## src/rtl/fir_stream_arbiter.sv

```systemverilog
// fir_stream_arbiter: round-robin, credit-gated burst arbiter feeding one FIR cascade input
module fir_stream_arbiter #(
    parameter int DATA_WIDTH = 17,
    parameter int N_SRC      = 4,
    parameter int N_CREDITS  = 16,
    parameter int BURST      = 4,
    parameter int SRC_W      = $clog2(N_SRC),
    parameter int CRD_W      = $clog2(N_CREDITS + 1)
) (
    input  logic                        clock,
    input  logic                        reset,
    input  logic [N_SRC-1:0]            i_valid,
    input  logic [N_SRC*DATA_WIDTH-1:0] i_data,
    output logic [N_SRC-1:0]            o_ready,
    output logic                        o_valid,
    output logic [DATA_WIDTH-1:0]       o_data,
    output logic [SRC_W-1:0]            o_src,
    input  logic                        i_credit,
    output logic [CRD_W-1:0]            o_credits,
    output logic                        o_busy,
    output logic                        o_overflow
);
    localparam int BW = $clog2(BURST + 1);

    typedef enum logic {IDLE, GRANT} state_t;

    state_t           state, state_nxt;
    logic [SRC_W-1:0] grant, grant_nxt, rr_ptr, rr_nxt, sel, grant_inc;
    logic [BW-1:0]    burst_cnt, burst_nxt;
    logic [CRD_W-1:0] credits;
    logic             has_crd, xfer;

    assign has_crd   = credits != '0;
    assign xfer      = state == GRANT && has_crd && i_valid[grant];
    assign o_ready   = (state == GRANT && has_crd) ? {{(N_SRC-1){1'b0}}, 1'b1} << grant : '0;
    assign o_busy    = state == GRANT;
    assign o_credits = credits;
    assign grant_inc = (grant == SRC_W'(N_SRC - 1)) ? '0 : grant + SRC_W'(1);

    // pick the first requester at or above rr_ptr, wrapping; scanned downward so the nearest wins
    always_comb begin
        int idx;
        idx = 0;
        sel = rr_ptr;
        for (int k = N_SRC - 1; k >= 0; k--) begin
            idx = int'(rr_ptr) + k;
            if (idx >= N_SRC) idx = idx - N_SRC;
            if (i_valid[idx[SRC_W-1:0]]) sel = idx[SRC_W-1:0];
        end
    end

    // next state: grant on any request, release on full burst or idle source, hold when out of credits
    always_comb begin
        state_nxt = state;
        grant_nxt = grant;
        rr_nxt    = rr_ptr;
        burst_nxt = burst_cnt;
        if (state == IDLE) begin
            if (|i_valid) begin
                state_nxt = GRANT;
                grant_nxt = sel;
                burst_nxt = '0;
            end
        end else if (has_crd) begin
            if (!i_valid[grant]) begin
                state_nxt = IDLE;
                rr_nxt    = grant_inc;
            end else begin
                burst_nxt = burst_cnt + BW'(1);
                if (burst_cnt == BW'(BURST - 1)) begin
                    state_nxt = IDLE;
                    rr_nxt    = grant_inc;
                end
            end
        end
    end

    // arbitration state register
    always_ff @(posedge clock or posedge reset) begin
        if (reset) begin
            state     <= IDLE;
            grant     <= '0;
            rr_ptr    <= '0;
            burst_cnt <= '0;
        end else begin
            state     <= state_nxt;
            grant     <= grant_nxt;
            rr_ptr    <= rr_nxt;
            burst_cnt <= burst_nxt;
        end
    end

    // credit counter: spend on transfer, refund on pulse, flag a refund that would exceed the pool
    always_ff @(posedge clock or posedge reset) begin
        if (reset) begin
            credits    <= CRD_W'(N_CREDITS);
            o_overflow <= 1'b0;
        end else if (xfer && !i_credit) begin
            credits <= credits - CRD_W'(1);
        end else if (i_credit && !xfer) begin
            if (credits == CRD_W'(N_CREDITS)) o_overflow <= 1'b1;
            else credits <= credits + CRD_W'(1);
        end
    end

    // output register: one-cycle valid per transfer, data and tag hold between transfers
    always_ff @(posedge clock or posedge reset) begin
        if (reset) begin
            o_valid <= 1'b0;
            o_data  <= '0;
            o_src   <= '0;
        end else begin
            o_valid <= xfer;
            if (xfer) begin
                o_data <= i_data[int'(grant)*DATA_WIDTH +: DATA_WIDTH];
                o_src  <= grant;
            end
        end
    end
endmodule

```

## config.mk

```make
export PLATFORM = sky130hd
export DESIGN_NAME = fir_stream_arbiter
export DESIGN_NICKNAME = d
export VERILOG_FILES = /design/src/rtl/fir_stream_arbiter.sv
export SDC_FILE = /design/constraint.sdc
export NUM_CORES = 1
export LEC_CHECK = 0
export CORE_ASPECT_RATIO = 1.2
export CORE_UTILIZATION = 40
export DETAILED_ROUTE_END_ITERATION = 8
export PLACE_DENSITY = 0.79
export SETUP_SLACK_MARGIN = 0.3
export SLEW_MARGIN = 20
export SYNTH_ARGS = -nofsm -noshare
export SYNTH_HDL_FRONTEND = slang
export SYNTH_SLANG_ARGS = --single-unit
```

## constraint.sdc

```tcl
create_clock -name clock -period 3.5 [get_ports clock]
set_clock_uncertainty 0.05 [all_clocks]
set_input_delay 0.7 -clock clock [delete_from_list [all_inputs] [get_ports clock]]
set_output_delay 0.7 -clock clock [all_outputs]
set_load 0.01 [all_outputs]
```

==> results of run 1 <==
[critical path: stages]
cell and delay (ns):
clkdlybuf4s50_1 0.44, mux4_2 0.51, o211ai_2 0.10, inv_1 0.09
ha_1 0.21, xor2_1 0.14, ha_1 0.20, a21boi_0 0.19
o221ai_1 0.15, and3b_1 0.19, a221oi_1 0.21
[placed cells by master (no fill, tap or decap), types with 2 or more instances in the layout]
| cell | netlist | layout |
|---|---|---|
| nand2_1 | 8 | 8 |
| nor3_1 | 2 | 2 |
| mux2_2 | 19 | 19 |
| nor2_1 | 5 | 5 |
| nor2b_1 | 2 | 2 |
| a22o_1 | 2 | 2 |
| and2_1 | 4 | 4 |
| o221ai_1 | 2 | 2 |
| o21ai_0 | 7 | 7 |
| mux4_2 | 18 | 18 |
| nand3_1 | 2 | 2 |
| a21oi_1 | 6 | 6 |
| buf_4 | 0 | 8 |
| clkdlybuf4s50_1 | 0 | 104 |
| inv_1 | 13 | 13 |
| ha_1 | 11 | 11 |
| dfrtp_1 | 33 | 33 |
| xor2_1 | 3 | 3 |
| clkbuf_8 | 0 | 6 |
[cell usage after synthesis (2+ instances only)]
cell type	number
buf_6	3
o21ai_0	7
xor2_1	3
ha_1	11
inv_1	13
nor2b_1	2
o221ai_1	2
buf_1	2
a22o_1	2
nor3_1	2
mux2_2	19
nand3_1	2
dfrtp_1	33
clkbuf_1	3
nor2_1	5
nand2_1	8
and2_1	4
mux4_2	18
a21oi_1	6
[stage by stage]
| stage | setup WS (ns) | power [mW] | hold WS, ns | area, um2 | cells |
|---|---|---|---|---|---|
| after floorplan | 0.325 | 1.83 | 0.419 | 2190 | 174 |
| after global placement | 0.256 | 2.37 | 0.400 | 3290 | 338 |
| after detailed placement | 0.145 | 2.42 | 0.412 | 3290 | 338 |
| after CTS | 0.418 | 2.73 | 0.433 | 3380 | 346 |
| after global routing | 0.324 | 2.89 | 0.474 | 3390 | 346 |
| final | 0.494 | 2.68 | 0.433 | 3390 | 346 |
[sequential cells by signal (all words and copies together), names as in the netlist]
name / count
o_overflow: 1
burst_cnt: 3
o_busy: 1
rr_ptr: 2
o_valid: 1
grant: 2
o_src: 2
o_credits: 5
o_data: 17
[worst max path at each step]
stage | depth (start not counted) | from | end | slack (ns)
finish | 11 | i_valid[1] | o_credits[4] | 0.49
detailed placement | 11 | i_valid[2] | o_credits[4] | 0.15
CTS | 11 | i_valid[2] | o_credits[4] | 0.42
global placement | 11 | i_valid[2] | o_credits[4] | 0.26
global route | 11 | i_valid[1] | o_credits[4] | 0.32
floorplan | 13 | i_valid[3] | o_credits[4] | 0.32
[repair_timing]
action / in CTS / in global routing
resized for setup: 0 / 1
setup endpoints to repair: 0 / 1
buffers inserted: 0 / 0
[cell type report]
type                    count  area [um2]  area share
clock buffers               7        86.3      0.0255
clock inverters             1        5.00     0.00148
inverters                  13        48.8      0.0144
multi-input cells         116        1200       0.355
flip-flops and latches     34         852       0.252
well taps                  62        77.6      0.0229
repair buffers            113        1110       0.329
[cell families after synthesis]
kind of cell,after synthesis,synth area share
fa+ha+maj,11,0.0629
xor+xnor,4,0.0160
buf+inv,24,0.0601
mux,37,0.283
simple gates,33,0.0893
flops,34,0.390
compound gates,31,0.0990
[routing by layer]
| layer | vias to the layer above | global-route usage |
|---|---|---|
| met1 | 880 | 0.231 |
| met5 | - | 0 |
| met3 | 5 | 0.0340 |
| met2 | 55 | 0.351 |
| li1 | 865 | - |
| met4 | 0 | 0.0724 |
[power by group]
part	internal (mW)	switching (mW)	total (mW)	leakage [nW]
Sequential	0.603	0.164	0.767	0.406
Combinational	0.948	0.671	1.62	0.941
Clock	0.159	0.140	0.298	0.0482
Total	1.71	0.975	2.68	1.40
==> impl_metrics.yaml, run 1 <==
grt:
  grtUsageTotal: 0.195
  grt_overflow: 0
  grt_pass1_wl_mm: 8.85
  grt_max_degree: 29
  grt_pass1_vias: 1916
  antenna_found_initial: 0
cts:
  cts.clk_slew.worst_paths_ns: 0.07
  cts_root_buffer: "clkbuf_8"
  cts_max_level: 2
  cts_buffers: 5
  cts_tree: "done"
  hold_buffers: 0
  clk_latency_ns: 0.28
  clk_path_buf_depth: 2
  cts_num_sinks: 34
power:
  p_leak_nw: 1.40
  ir_drop_uv: 499
  p_per_area_nw_per_um2: 792
floorplanning:
  core_area_um2: 5260
  io_pins: 106
  start_util: 0.416
  die_h_um: 83
  rows: 29
  die-area_um2: 5770
  die_x_um: 69.5
route:
  wl_mm: 5.24
  routed_via_density: 5.22
  first_pass_iters: 4
  drc_errors: 0
  wl_met1_mm: 2.10
  detail_route.wl_per_cell_um: 15.1
  drt_iter0_drc: 57
  wl_met3_um: 221
  ant_nets: 0
  topRoutingLayerUsed: "met4"
  dr_wl_met2_mm: 2.85
  vias: 1805
setup_path:
  critPathLaunchType: "primary input"
  r2r_end: "o_credits[4]"
  reg2reg_depth: 10
  required_ns: 3.64
  r2r_start: "o_credits[1]"
  reg2reg_slack_ns: 0.74
  critPathArrivalTime_ns: 3.14
  cp-end-kind: "flop"
  worstPathMaxFanout: 3
  crit_type: "in -> reg"
worst_hold_path:
  min_path_cells: 1
  holdPathEnd: "o_overflow"
  hold_start: "o_overflow"
  hold_class: "reg -> reg"
finish:
  antennaDiodeCount: 0
  nNetsFinal: 369
  final_core_util: 0.644
  syn2layout_area_growth_pct: 54.9
  n_fill_cell: 426
  drive_gt1_frac: 0.211
synth:
  synth_area_leaders: "dfrtp_1 (38%), mux4_2 (19%), mux2_2 (9.8%)"
  synth_edf_count: 0
  synth-async-reset-ratio: 1.00
  synth_largest_area_cell: "dfrtp_1"
  synth-main-ff-cell: "dfrtp_1"
  synth_sequential_area_ratio: 0.390
  syn_area_um2: 2190
  synth.distinct_cells: 48
  synth_top_cell_area_share: 0.378
  yosys_warnings: 0
  synthCells: 174
  synth_seq_cells: 34
  synth_nets: 260
  avgSynthCellArea_um2: 12.6
timing:
  setup_viol: 0
  rsz0062_at_grt: "false"
  fin_crit_ns: 3.01
  relSlewSlack: 0.381
  setup_tns_ns: 0
  fmax_mhz: 333
  maxSlewViolCount: 0
  tightest_slew_ns: 0.928
  post-route-period-util: 0.859
  finalHoldViolations: 0
outcome:
  status: "complete, no violations"
placed_design:
  dp_hpwl_mm: 4.04
  gp_congestion: 0.867
  io_buffers: 105
job:
  maxCapViolations: 0
(Power assumes the default switching activity.)
==> run 2, diff against run 1 <==
- ABC_AREA: default -> 1
- CTS_CLUSTER_SIZE: default -> 20
- PLACE_DENSITY: 0.79 -> 0.78
==> run 2 against run 1 <==
Synthesized area increased by 7.2%. Global-route usage is 2.2 points higher. Via count is 41% higher. First-iteration DRC count is 40% higher. Synthesized cell count up 94%. Total power is 10% higher. Critical path depth down 6. Wire length rose by 21%. Sequential share of layout area is 0.96 points lower. Worst setup slack improved by 0.18 ns. Clock power decreased by 3%. Flip-flop and latch count did not move. Critical path type is now reg -> out. Largest cell class unchanged.
==> impl_metrics.yaml, run 2 <==
outcome:
  status: "complete, no violations"
grt:
  grt_overflow: 0
  grt_pass1_vias: 2465
  grt_max_degree: 36
  grtUsageTotal: 0.217
  antenna_found_initial: 0
  grt_pass1_wl_mm: 10.6
cts:
  cts_max_level: 2
  cts_root_buffer: "clkbuf_8"
  cts_buffers: 5
  cts_setup_buffers: 0
  cts_num_sinks: 34
  clk_path_buf_depth: 2
  clk_latency_ns: 0.29
  hold_buffers: 0
  cts.clk_slew.worst_paths_ns: 0.07
  cts_tree: "done"
  cts.repair.resized: 0
finish:
  most-common-layout-cells: "clkdlybuf4s50_1 (105), nand2_1 (102), nor2_1 (44), o21ai_0 (41), dfrtp_1 (33)"
  drive_gt1_frac: 0.0636
  fin_cells: 520
  top_register: "o_data"
  syn2layout_area_growth_pct: 50.2
  n_fill_cell: 506
  largest_register_ffs: 17
  nNetsFinal: 525
  antennaDiodeCount: 0
  layout_commonest_cell: "clkdlybuf4s50_1"
placed_design:
  gp_congestion: 0.819
  dp_hpwl_mm: 4.69
  place_inst: 512
  io_buffers: 105
setup_path:
  required_ns: 2.75
  crit_type: "reg -> out"
  critPathArrivalTime_ns: 2.08
  cp-end-kind: "output pin"
  reg2reg_slack_ns: 0.85
  critPathLaunchType: "flop"
  worstPathMaxFanout: 21
route:
  ant_nets: 0
  first_pass_iters: 4
  wl_met3_um: 371
  wl_mm: 6.35
  detail_route.wl_per_cell_um: 12.2
  vias: 2551
  routed_via_density: 4.91
  topRoutingLayerUsed: "met4"
  drc_errors: 0
  drt_iter0_drc: 80
  wl_met1_mm: 2.58
  dr_wl_met2_mm: 3.34
power:
  pwr-share-comb: 0.646
  p_clk_frac: 0.097
  ir_drop_uv: 364
  p_per_area_nw_per_um2: 842
  p_total_mw: 2.97
  power_switching_mw: 1.39
  p_leak_nw: 1.69
  sequentialPowerShare: 0.257
  switching_share: 0.469
  p_int_mw: 1.57
synth:
  synth_edf_count: 0
  avgSynthCellArea_um2: 6.94
  synth_sequential_area_ratio: 0.363
  synth_seq_cells: 34
  synth_largest_area_cell: "dfrtp_1"
  synth-async-reset-ratio: 1.00
  synth.distinct_cells: 33
  syn_area_um2: 2340
  synth-main-ff-cell: "dfrtp_1"
  yosys-top-cells-count: "nand2_1 (102), nor2_1 (44), o21ai_0 (41)"
  synthCells: 338
  synth_top_cell_area_share: 0.352
  synth_area_leaders: "dfrtp_1 (35%), nand2_1 (16%), o21ai_0 (8.8%)"
  yosys_warnings: 0
  synth_nets: 424
  synth.most_common_cell: "nand2_1"
floorplanning:
  core_area_um2: 5670
  die_x_um: 71.9
  rows: 30
  die_h_um: 85.9
  start_util: 0.414
  io_pins: 106
  die-area_um2: 6170
timing:
  setup_tns_ns: 0
  fin_crit_ns: 2.83
  setup_viol: 0
  maxSlewViolCount: 0
  relSlewSlack: 0.569
  finalHoldViolations: 0
  post-route-period-util: 0.808
  tightest_slew_ns: 0.647
  rsz0062_at_grt: "false"
  fmax_mhz: 353
worst_hold_path:
  hold_class: "reg -> reg"
job:
  maxCapViolations: 0
-- run 2: cell types whose count changed after synthesis, moves of 5 or more --
cell / delta
nand2_1: +94
nor2_1: +39
o21ai_0: +34
mux2_2: -19
mux4_2: -18
o22ai_1: +18
inv_1: +14
nand3_1: +13
buf_4: +5
inv_2: +5
-- run 2: area by class of cell --
class,count,area [um2],share of cell area
Inverter,32,120,0.0341
Tap cell,80,100,0.0284
Timing Repair Buffer,111,1100,0.311
Clock buffer,5,68.8,0.0195
Sequential cell,34,852,0.242
Multi-Input combinational cell,255,1260,0.359
Clock inverter,3,21.3,0.00604
-- run 2: routing by layer --
layer / GRT usage / vias to the layer above
met5: 0 / -
met4: 0.0660 / 0
met3: 0.0529 / 8
met2: 0.411 / 90
met1: 0.235 / 1168
li1: - / 1285
-- run 2: power groups by stage --
stage	Combinational [mW]	Sequential (mW)	Clock, mW
finish	1.92	0.762	0.288
global route	2.16	0.790	0.307
CTS	1.93	0.763	0.296
detailed placement	1.93	0.765	0
floorplan	1.24	0.791	0
global placement	1.88	0.763	0
-- run 2: final timing paths --
check | start | endpoint | cells after the start
min reg2reg | o_overflow | o_overflow | 1
min in group asynchronous | reset | o_valid | 3
max reg2reg | grant[1] | o_credits[4] | 17
max in group asynchronous | reset | o_credits[4] | 3
min | o_overflow | o_overflow | 1
max | grant[1] | o_ready[1] | 5
-- run 2: critical path, stage by stage (launching register included) --
cell and delay, ns:
dfrtp_1 0.37, inv_1 0.48, ha_1 0.26, inv_1 0.04, nor2_1 0.10, clkdlybuf4s50_1 0.54
-- run 2: cells by family after synthesis --
| kind of cell | Yosys count | share of synthesized area |
|---|---|---|
| adder cells (fa/ha/maj) | 11 | 0.0587 |
| XOR/XNOR | 5 | 0.0219 |
| AO/OA/AOI/OAI | 70 | 0.167 |
| flip-flops | 34 | 0.363 |
| buffers and inverters | 49 | 0.0982 |
| AND/OR/NAND/NOR | 169 | 0.291 |
-- run 2: through the flow --
step	hold WS [ns]	area (um2)	setup WS [ns]	util
floorplan	0.423	2340	0.947	-
global placement	0.411	3430	0.528	0.605
detailed placement	0.406	3430	0.444	0.605
CTS	0.423	3520	0.648	0.621
global route	0.441	3520	0.472	0.621
finish	0.421	3520	0.671	0.621
